==> src/rtl/addr_mux_pkg.sv <==
// Shared constants and helpers for the round-robin address multiplexer.
package addr_mux_pkg;

  localparam int unsigned DEF_ADDR_WIDTH = 24;
  localparam int unsigned DEF_NUM_CH     = 4;

  // Channel-index width: clog2 of the channel count, never narrower than one bit.
  function automatic int unsigned ch_w(input int unsigned n);
    return (n < 2) ? 32'd1 : 32'($clog2(n));
  endfunction

endpackage

==> src/rtl/rr_arbiter.sv <==
// Combinational round-robin arbiter: searches from last_grant+1, wrapping modulo NumCh.
module rr_arbiter
  import addr_mux_pkg::*;
#(
  parameter int unsigned NumCh = DEF_NUM_CH
) (
  input  logic [NumCh-1:0]          req,
  input  logic [ch_w(NumCh)-1:0]    last_grant,
  input  logic [NumCh-1:0]          mask,
  output logic [NumCh-1:0]          grant,
  output logic [ch_w(NumCh)-1:0]    grant_idx
);

  localparam int unsigned ChW = ch_w(NumCh);

  logic [NumCh-1:0] w_req;

  assign w_req = req & mask;

  // First eligible channel after the previous winner takes the grant.
  always_comb begin
    logic [ChW-1:0] v_idx;
    logic           v_found;
    grant     = '0;
    grant_idx = '0;
    v_idx     = '0;
    v_found   = 1'b0;
    for (int unsigned k = 1; k <= NumCh; k++) begin
      v_idx = ChW'((32'(last_grant) + k) % NumCh);
      if (!v_found && w_req[v_idx]) begin
        v_found        = 1'b1;
        grant[v_idx]   = 1'b1;
        grant_idx      = v_idx;
      end
    end
  end

endmodule

==> src/rtl/addr_mux_arb.sv <==
// Registered N:1 address mux with round-robin arbitration and valid/ready handshake.
// Define ADDR_MUX_LOCK_EN to add the req_lock port and per-channel grant locking.
module addr_mux_arb
  import addr_mux_pkg::*;
#(
  parameter int unsigned AddrWidth = DEF_ADDR_WIDTH,
  parameter int unsigned NumCh     = DEF_NUM_CH
) (
  input  logic                         clock,
  input  logic                         reset,
  input  logic [NumCh-1:0]             req_valid,
  input  logic [NumCh*AddrWidth-1:0]   req_addr,
  output logic [NumCh-1:0]             req_ready,
`ifdef ADDR_MUX_LOCK_EN
  input  logic [NumCh-1:0]             req_lock,
`endif
  output logic                         out_valid,
  output logic [AddrWidth-1:0]         out_addr,
  output logic [ch_w(NumCh)-1:0]       out_ch,
  input  logic                         out_ready
);

  localparam int unsigned ChW = ch_w(NumCh);

  logic [NumCh-1:0][AddrWidth-1:0] w_addr_arr;
  logic                            w_load_en;
  logic [NumCh-1:0]                w_mask;
  logic [NumCh-1:0]                w_grant;
  logic [ChW-1:0]                  w_grant_idx;
  logic                            w_any_grant;

  logic                            r_out_valid;
  logic [AddrWidth-1:0]            r_out_addr;
  logic [ChW-1:0]                  r_out_ch;
  logic [ChW-1:0]                  r_last_grant;

  assign w_addr_arr  = req_addr;
  assign w_load_en   = !r_out_valid || out_ready;
  assign w_any_grant = |w_grant;
  assign req_ready   = {NumCh{w_load_en}} & w_grant;

  assign out_valid = r_out_valid;
  assign out_addr  = r_out_addr;
  assign out_ch    = r_out_ch;

`ifdef ADDR_MUX_LOCK_EN
  logic           r_lock_valid;
  logic [ChW-1:0] r_lock_ch;
  logic           w_lock_act;

  // A lock only holds while its owner keeps requesting.
  assign w_lock_act = r_lock_valid && req_valid[r_lock_ch];

  always_comb begin
    w_mask = '1;
    if (w_lock_act) begin
      w_mask            = '0;
      w_mask[r_lock_ch] = 1'b1;
    end
  end

  always_ff @(posedge clock or posedge reset) begin
    if (reset) begin
      r_lock_valid <= 1'b0;
      r_lock_ch    <= '0;
    end else if (w_load_en && w_any_grant) begin
      r_lock_valid <= req_lock[w_grant_idx];
      r_lock_ch    <= w_grant_idx;
    end else if (!w_lock_act) begin
      r_lock_valid <= 1'b0;
    end
  end
`else
  assign w_mask = '1;
`endif

  rr_arbiter #(
    .NumCh      (NumCh)
  ) u_arb (
    .req        (req_valid),
    .last_grant (r_last_grant),
    .mask       (w_mask),
    .grant      (w_grant),
    .grant_idx  (w_grant_idx)
  );

  // Output beat register; an empty grant on a load cycle drains the register.
  always_ff @(posedge clock or posedge reset) begin
    if (reset) begin
      r_out_valid  <= 1'b0;
      r_out_addr   <= '0;
      r_out_ch     <= '0;
      r_last_grant <= ChW'(NumCh - 1);
    end else if (w_load_en) begin
      r_out_valid <= w_any_grant;
      if (w_any_grant) begin
        r_out_addr   <= w_addr_arr[w_grant_idx];
        r_out_ch     <= w_grant_idx;
        r_last_grant <= w_grant_idx;
      end
    end
  end

endmodule

==> config.mk <==
export PLATFORM = sky130hd
export DESIGN_NAME = addr_mux_arb
export DESIGN_NICKNAME = d
export VERILOG_FILES = /design/src/rtl/addr_mux_pkg.sv /design/src/rtl/rr_arbiter.sv /design/src/rtl/addr_mux_arb.sv
export SDC_FILE = /design/constraint.sdc
export NUM_CORES = 1
export LEC_CHECK = 0
export CAP_MARGIN = 20
export CORE_MARGIN = 2
export CORE_UTILIZATION = 35
export DETAILED_ROUTE_END_ITERATION = 8
export MAX_ROUTING_LAYER = met4
export PLACE_DENSITY = 0.69
export SETUP_SLACK_MARGIN = 0.5
export SYNTH_ARGS = -nofsm -noshare
export SYNTH_HDL_FRONTEND = slang
export SYNTH_SLANG_ARGS = --single-unit
==> constraint.sdc <==
create_clock -name clock -period 5.22 [get_ports clock]
set_clock_uncertainty 0.05 [all_clocks]
set_input_delay 1.566 -clock clock [delete_from_list [all_inputs] [get_ports clock]]
set_output_delay 1.566 -clock clock [all_outputs]
set_load 0.005 [all_outputs]
==> impl_summary.log, run 1 <==
INFO  metric fin_crit_sh = 88.5%
INFO  metric internal_power = ~1.8 mW
INFO  metric finalWeightedCongestion = 0.850
INFO  metric yosys_register_bits = 29
INFO  metric drt_pass1_iterations = 4
INFO  metric syn-instance-count = 304
INFO  metric grt_pass1_wl = between 10 and 15 mm
INFO  metric post_layout_utilization_of_the_core = 58.1%
INFO  metric grt_setup_unrepaired = no
INFO  metric slew_headroom = between 50% and 60%
INFO  metric final_cell_area = between 4000 and 5000 um2
INFO  metric clock-sinks = 29
INFO  metric netlist.top_cell.by_area = sky130_fd_sc_hd__dfrtp_1
INFO  metric place_inst = 530
INFO  metric cts.htree.levels = 2
INFO  metric worst_r2r_path_depth = 11
INFO  metric cts_tree = done
INFO  metric ctsRootBufferMaster = sky130_fd_sc_hd__clkbuf_8
INFO  metric ir_worst_vdd = 0.000533 V
INFO  metric die_area = 8710 um2
INFO  metric synthArstFlopShare = 100%
INFO  metric post_drt_via_cell_ratio = 5.68
INFO  metric synth_area_leaders = sky130_fd_sc_hd__dfrtp_1, sky130_fd_sc_hd__mux2i_1, sky130_fd_sc_hd__a221oi_1
INFO  metric synth_area_per_cell = between 9 and 10 um2
INFO  metric num_vias = 3,091
INFO  metric dpl-instance-area = 4330 um2
INFO  metric report.power.total = about 3.2 mW
INFO  metric worst-endpoint-arrival = 3.00 ns
INFO  metric antenna_violating_nets_post_route = 0
INFO  metric postSynthNetCount = approximately 420
INFO  metric layout.cells.non_filler = 544
INFO  metric port_buffers = 133
INFO  metric slack_of_the_critical_path = 0.601 ns
INFO  metric grt_start_max_net_pins = between 70 and 80
INFO  metric post-dp-hpwl = 6.12 mm
INFO  metric status = finished, final reports clean
INFO  metric die_height = between 90 and 100 um
INFO  metric yosysSeqAreaShare = between 20% and 30%
INFO  metric netlist_area = 2790 um2
INFO  metric inserted_clock_buffers = 5
INFO  metric synth_cell_type_count = 45
INFO  metric final_period_minus_worst_setup_slack = around 4.6 ns
INFO  metric achievable-frequency = approximately 220 MHz
INFO  metric globalRouteOverflowTotal = 0
INFO  metric min_path_cells = 1
INFO  metric wl_per_cell = approximately 16 um
INFO  metric synth_edf_count = 0
INFO  metric die_w = between 90 and 100 um
INFO  metric share_of_final_layout_standard_cells_stronger_than_drive_strength_1 = approximately 15%
INFO  metric dp_worst_setup_slack = -0.219 ns
INFO  metric ys_dominant_reg_cell = sky130_fd_sc_hd__dfrtp_1
INFO  metric clk_pin_slew_worst_paths = 0.06 ns
INFO  metric drt-initial-drc-count = 68
INFO  metric worst_pin_slew = between 0.7 and 0.8 ns
INFO  metric tns = 0 ns
INFO  metric critical_path.endpoint_type = output port
INFO  metric layout_commonest_cell = sky130_fd_sc_hd__clkdlybuf4s50_1
INFO  metric finalMaxSlewViolations = 0
INFO  metric critPathMaxFanout = 6
INFO  metric grt_antenna_before_repair = 0
INFO  metric worst-setup-path-type = in -> out
INFO  metric cts.path.max_buffers = 2
INFO  metric floorplan.rows = 32
INFO  metric p_seq_share = approximately an eighth
INFO  metric finalWirelength = 8.77 mm
INFO  metric synthDominantCellAreaShare = 24.2%
INFO  metric cts_hold_buf = 0
INFO  metric boundaryPins = 134
INFO  metric power.density = 721 nW/um2
INFO  metric setup.worst_path.start_class = input pin
INFO  metric timing.final.setup_violations = 0
INFO  metric total_leakage_power = 1.87 nW
INFO  metric final_nets = 552
INFO  metric ys_warn_count = 0
INFO  metric timing.critical_path.required = 3.60 ns
INFO  metric finalHoldViolations = 0
INFO  metric placeableCoreArea = 7730 um2
INFO  metric start_util = between 30% and 40%
INFO  metric fillerInstances = between 600 and 700
INFO  metric route.detailed.drc = 0
INFO  metric insertion_delay = 0.28 ns
INFO  metric vias_in_the_first_global_route = approximately 3,000
INFO  metric antenna_cells = 0
INFO  metric switching_share_of_power = between 40 and 50%
INFO  metric share_comb_of_total_power = 79.2%
INFO  metric hold_slack = roughly 0.42 ns
INFO  metric drv_cap = 0
INFO  metric clkPwrFrac = 7.5%
INFO  metric total_switching_power = between 1 and 1.5 mW
INFO  metric hold_class = reg -> reg
INFO  metric final_cell_mix = sky130_fd_sc_hd__clkdlybuf4s50_1, sky130_fd_sc_hd__mux2i_1, sky130_fd_sc_hd__dfrtp_1
INFO  metric syn2layout_area_growth = 60.7%
INFO  metric globalRouteTotalUtil = 20.3%
==> path summary, 6_finish.rpt <==
kind | to | slack (ns) | startpoint
min in group asynchronous | out_addr[5] | 1.61 | reset
worst min-delay path | out_addr[21] | 0.42 | out_addr[21]
worst min register to register | out_addr[21] | 0.42 | out_addr[21]
max in group asynchronous | r_last_grant[0] | 3.19 | reset
worst max register to register | out_addr[19] | 1.61 | r_last_grant[1]
worst max-delay path | req_ready[0] | 0.60 | req_valid[3]
==> final cells by class <==
cell class | count | area [um2] | area share [%]
tap | 102 | 128 | 2.84
clock buffer | 7 | 86.3 | 1.92
timing repair buffer | 164 | 1580 | 35.2
multi-input combinational | 233 | 1910 | 42.5
clock inverter | 1 | 30.0 | 0.669
sequential | 29 | 728 | 16.2
inverter | 8 | 30.0 | 0.669
==> synth_stat cells (2+ instances only) <==
library cell	number
sky130_fd_sc_hd__or2_0	24
sky130_fd_sc_hd__or3b_2	2
sky130_fd_sc_hd__a221oi_1	24
sky130_fd_sc_hd__mux4_2	3
sky130_fd_sc_hd__mux2_2	2
sky130_fd_sc_hd__or4_1	3
sky130_fd_sc_hd__a211oi_1	2
sky130_fd_sc_hd__buf_4	4
sky130_fd_sc_hd__a22o_1	3
sky130_fd_sc_hd__inv_1	8
sky130_fd_sc_hd__nor3_1	2
sky130_fd_sc_hd__mux2i_1	29
sky130_fd_sc_hd__dfstp_2	2
sky130_fd_sc_hd__nor2_1	6
sky130_fd_sc_hd__clkbuf_1	13
sky130_fd_sc_hd__o21ai_0	7
sky130_fd_sc_hd__nand2_1	8
sky130_fd_sc_hd__a21o_1	25
sky130_fd_sc_hd__dfrtp_1	27
sky130_fd_sc_hd__nand3b_1	5
sky130_fd_sc_hd__o221ai_1	24
sky130_fd_sc_hd__buf_2	14
sky130_fd_sc_hd__a21oi_1	12
sky130_fd_sc_hd__ha_1	8
sky130_fd_sc_hd__o22ai_1	24
sky130_fd_sc_hd__buf_6	4
==> repair_timing <==
action	CTS	global route
endpoints found under the setup margin	4	2
endpoints found under the hold margin	0	0
pin swaps	10	2
setup buffers	5	0
gates resized for setup	33	5
cloned	1	0
==> state kept, by name (all words and copies together) (netlist names) <==
| register | cells |
|---|---|
| out_addr | 24 |
| out_ch | 2 |
| r_last_grant | 2 |
| out_valid | 1 |
==> per-layer routing <==
layer | up-vias | part of all wire [%] | track usage (%)
met5 | - | 0 | -
met4 | 0 | 0.57 | 3.68
met3 | 7 | 6.5 | 4.59
met2 | 110 | 49 | 35.0
met1 | 1481 | 44 | 24.8
li1 | 1493 | - | -
==> worst max-delay path, stage by stage <==
cell and delay [ns]:
sky130_fd_sc_hd__buf_2 0.13, sky130_fd_sc_hd__or3b_2 0.46, sky130_fd_sc_hd__a21o_1 0.20, sky130_fd_sc_hd__a21oi_2 0.16
sky130_fd_sc_hd__or2_4 0.16, sky130_fd_sc_hd__nand2_1 0.06, sky130_fd_sc_hd__a21oi_1 0.13, sky130_fd_sc_hd__buf_2 0.13
==> cells by family (layout without fill, tap and decap cells) <==
logic type	after synthesis	count (layout)	share of synthesized area, %
AO/OA/AOI/OAI	128	128	34.7
AND/OR/NAND/NOR	62	62	14.1
buffers and inverters	43	180	8.02
multiplexers	34	35	13.6
flip-flops	29	29	26.1
adder cells (fa/ha/maj)	8	8	3.58
==> power by group through the flow <==
| stage | Clock, mW | Sequential (mW) | Combinational [mW] |
|---|---|---|---|
| global placement | 0 | 0.430 | 2.49 |
| floorplan | 0 | 0.431 | 1.80 |
| global route | 0.261 | 0.446 | 2.83 |
| CTS | 0.252 | 0.432 | 2.58 |
| detailed placement | 0 | 0.434 | 2.54 |
| finish | 0.242 | 0.431 | 2.57 |
No activity file was read; power rests on OpenSTA's default activity.
==> inputs of run 2 (changes only) <==
--- a/config.mk
+++ b/config.mk
@@ -11,7 +11,7 @@
 export DETAILED_ROUTE_END_ITERATION = 8
 export MAX_ROUTING_LAYER = met4
 export PLACE_DENSITY = 0.69
-export SETUP_SLACK_MARGIN = 0.5
+export SETUP_SLACK_MARGIN = 0.2
 export SYNTH_ARGS = -nofsm -noshare
 export SYNTH_HDL_FRONTEND = slang
 export SYNTH_SLANG_ARGS = --single-unit
==> run 2 against run 1 <==
Effect of this change: first-iteration DRC count increased by 25%; clock-buffer cell count stayed put; via count decreased by 0.55%; routed wire length is 2.4% lower; utilization down 0.47 points.
==> impl_summary.log, run 2 (synthesized netlist as in run 1, its figures left out) <==
INFO  metric min_path_cells = 1 (unchanged)
INFO  metric regToRegSetupSlack = 1.62 ns (about the same)
INFO  metric cts_hold_buf = 0 (unchanged)
INFO  metric final_nets = 546 (-1.1%)
INFO  metric die_w = 93.3 um (unchanged)
INFO  metric placeableCoreArea = 7730 um2 (unchanged)
INFO  metric finalWeightedCongestion = 0.850 (unchanged)
INFO  metric cts.path.max_buffers = 2 (unchanged)
INFO  metric ir_worst_vdd = 0.000526 V (-1.3%)
INFO  metric post_drt_via_cell_ratio = 5.71 (+0.56%)
INFO  metric critical_path.top_delay_family = buffers and inverters
INFO  metric timing.final.setup_violations = 0 (unchanged)
INFO  metric slew_headroom = 52.5% (+0.62 points)
INFO  metric post_cts_buffers = 0 (-5)
INFO  metric port_buffers = 133 (unchanged)
INFO  metric die_height = 93.3 um (unchanged)
INFO  metric grt_pass1_wl = 13.8 mm (-2.2%)
INFO  metric final_cell_mix = sky130_fd_sc_hd__clkdlybuf4s50_1, sky130_fd_sc_hd__mux2i_1, sky130_fd_sc_hd__dfrtp_1
INFO  metric critPathMaxFanout = 10 (+4)
INFO  metric syn2layout_area_growth = 59.4%
INFO  metric crit_reg_reg_startpoint = r_last_grant[1]
INFO  metric insertion_delay = 0.28 ns (about the same)
INFO  metric total_leakage_power = 1.86 nW (-0.76%)
INFO  metric route.detailed.drc = 0 (unchanged)
INFO  metric final_period_minus_worst_setup_slack = 4.92 ns (+0.296 ns)
INFO  metric status = finished, final reports clean
INFO  metric num_vias = 3,074 (-0.55%)
INFO  metric share_of_final_layout_standard_cells_stronger_than_drive_strength_1 = 12.2% (-2.8 points)
INFO  metric grt_antenna_before_repair = 0 (unchanged)
INFO  metric post_layout_utilization_of_the_core = 57.6% (-0.47 points)
INFO  metric worst_r2r_path_depth = 11 (unchanged)
INFO  metric grt_start_max_net_pins = 75 (unchanged)
INFO  metric cts_tree = done
INFO  metric floorplan.rows = 32 (unchanged)
INFO  metric clk_pin_slew_worst_paths = 0.06 ns (about the same)
INFO  metric grt_setup_unrepaired = no
INFO  metric slack_of_the_critical_path = 0.304 ns (-0.296 ns)
INFO  metric antenna_cells = 0 (unchanged)
INFO  metric finalHoldViolations = 0 (unchanged)
INFO  metric drv_cap = 0 (unchanged)
INFO  metric final_cell_area = 4450 um2 (-0.81%)
INFO  metric antenna_violating_nets_post_route = 0 (unchanged)
INFO  metric power.density = 717 nW/um2 (-0.57%)
INFO  metric inserted_clock_buffers = 5 (unchanged)
INFO  metric report.power.total = 3.19 mW (-1.4%)
INFO  metric fin_crit_sh = 94.2% (+5.7 points)
INFO  metric timing.critical_path.required = 3.60 ns (about the same)
INFO  metric worst-endpoint-arrival = 3.30 ns (+0.30 ns)
INFO  metric drt_pass1_iterations = 4 (unchanged)
INFO  metric die_area = 8710 um2 (unchanged)
INFO  metric hold_critical_path_endpoint = out_addr[21]
INFO  metric ctsRootBufferMaster = sky130_fd_sc_hd__clkbuf_8
INFO  metric vias_in_the_first_global_route = 2,997 (-1.3%)
INFO  metric timing.critical_path.buf_inv = 3 (+1)
INFO  metric wl_per_cell = 15.9 um (-1.4%)
INFO  metric worst-setup-path-type = in -> out
INFO  metric drt-initial-drc-count = 85 (+25%)
INFO  metric hold_path_startpoint = out_addr[21]
INFO  metric worst_pin_slew = 0.712 ns (-0.00925 ns)
INFO  metric start_util = 36.2% (unchanged)
INFO  metric cell_by_cell_listing_of_the_critical_path = dlygate4sd2_1 > buf_4 > or4_1 > a21oi_2 > or2_4 > nand2_1 > a21oi_1 > dlygate4sd2_1
INFO  metric setup.worst_path.start_class = input pin
INFO  metric clock-sinks = 29 (unchanged)
INFO  metric globalRouteOverflowTotal = 0 (unchanged)
INFO  metric worst_path_max_delay_cell = sky130_fd_sc_hd__or4_1
INFO  metric hold_class = reg -> reg
INFO  metric globalRouteTotalUtil = 19.9% (-0.48 points)
INFO  metric layout_commonest_cell = sky130_fd_sc_hd__clkdlybuf4s50_1
INFO  metric achievable-frequency = 203 MHz (-6.0%)
INFO  metric post-dp-hpwl = 6.12 mm (unchanged)
INFO  metric worst_r2r_endpoint = out_addr[19]
INFO  metric critical_path.endpoint_type = output port
INFO  metric finalWirelength = 8.56 mm (-2.4%)
INFO  metric finalMaxSlewViolations = 0 (unchanged)
INFO  metric slowest_delay = 0.49 ns (+0.03 ns)
INFO  metric number_of_flip_flops_in_the_largest_register = 24 (unchanged)
INFO  metric dpl-instance-area = 4330 um2 (unchanged)
INFO  metric dp_worst_setup_slack = -0.219 ns (unchanged)
INFO  metric boundaryPins = 134 (unchanged)
INFO  metric critical-path-top-cell-by-count = sky130_fd_sc_hd__dlygate4sd2_1
INFO  metric cts.htree.levels = 2 (unchanged)
-- run 2: changes by cell type in the layout (fill, tap and decap cells not counted) --
cell and delta:
sky130_fd_sc_hd__dlygate4sd2_1 +7, sky130_fd_sc_hd__buf_2 -5, sky130_fd_sc_hd__buf_4 -3, sky130_fd_sc_hd__buf_6 -3, sky130_fd_sc_hd__clkbuf_2 -2, sky130_fd_sc_hd__a21oi_1 -1
sky130_fd_sc_hd__a21oi_2 +1, sky130_fd_sc_hd__dlymetal6s2s_1 +1, sky130_fd_sc_hd__mux4_2 -1, sky130_fd_sc_hd__o21ai_1 -1, sky130_fd_sc_hd__o21ai_2 +1, sky130_fd_sc_hd__or4_1 +1
sky130_fd_sc_hd__or4_4 -1
-- run 2: what timing repair did --
item	in CTS	in global routing
pin swaps	2	1
cloned	0	0
resized for setup	10	3
setup endpoints to repair	4	4
-- run 2: how the worst max path moves through the flow --
| stage | from | endpoint | slack, ns | cells past startpoint |
|---|---|---|---|---|
| after global routing | req_valid[2] | req_ready[3] | 0.22 | 9 |
| after CTS | req_valid[0] | req_ready[3] | 0.21 | 8 |
| after floorplan | req_valid[1] | req_ready[2] | 0.79 | 7 |
| final | req_valid[3] | req_ready[0] | 0.30 | 8 |
| after global placement | req_valid[3] | req_ready[2] | -0.17 | 8 |
| after detailed placement | req_valid[3] | req_ready[0] | -0.22 | 8 |
-- run 2: through the flow --
step	hold WS, ns	setup TNS [ns]	instances
global placement	0.408	-0.602	530
detailed placement	0.415	-0.804	530
global route	0.453	0	538
floorplan	0.423	0	304
CTS	0.430	0	538
finish	0.425	0	538
-- run 2: report_power, final --
part	switching, mW	total (mW)	internal, mW
registers	0.0713	0.431	0.360
logic	1.24	2.52	1.28
clock network	0.0865	0.242	0.155
-- run 2: layer usage --
layer | part of all wire, % | global-route usage (%) | vias to the layer above
li1 | - | - | 1479
met1 | 43 | 23.6 | 1496
met5 | 0 | - | -
met3 | 6.0 | 4.51 | 7
met2 | 50 | 35.0 | 92
met4 | 0.63 | 3.31 | 0
-- run 2: cell type report --
cell class / count / area (um2)
multi-input combinational: 232 / 1890
inverter: 8 / 30.0
clock buffer: 7 / 86.3
clock inverter: 1 / 30.0
timing repair buffer: 159 / 1560
tap: 102 / 128
sequential: 29 / 728
fill: 687 / 3270
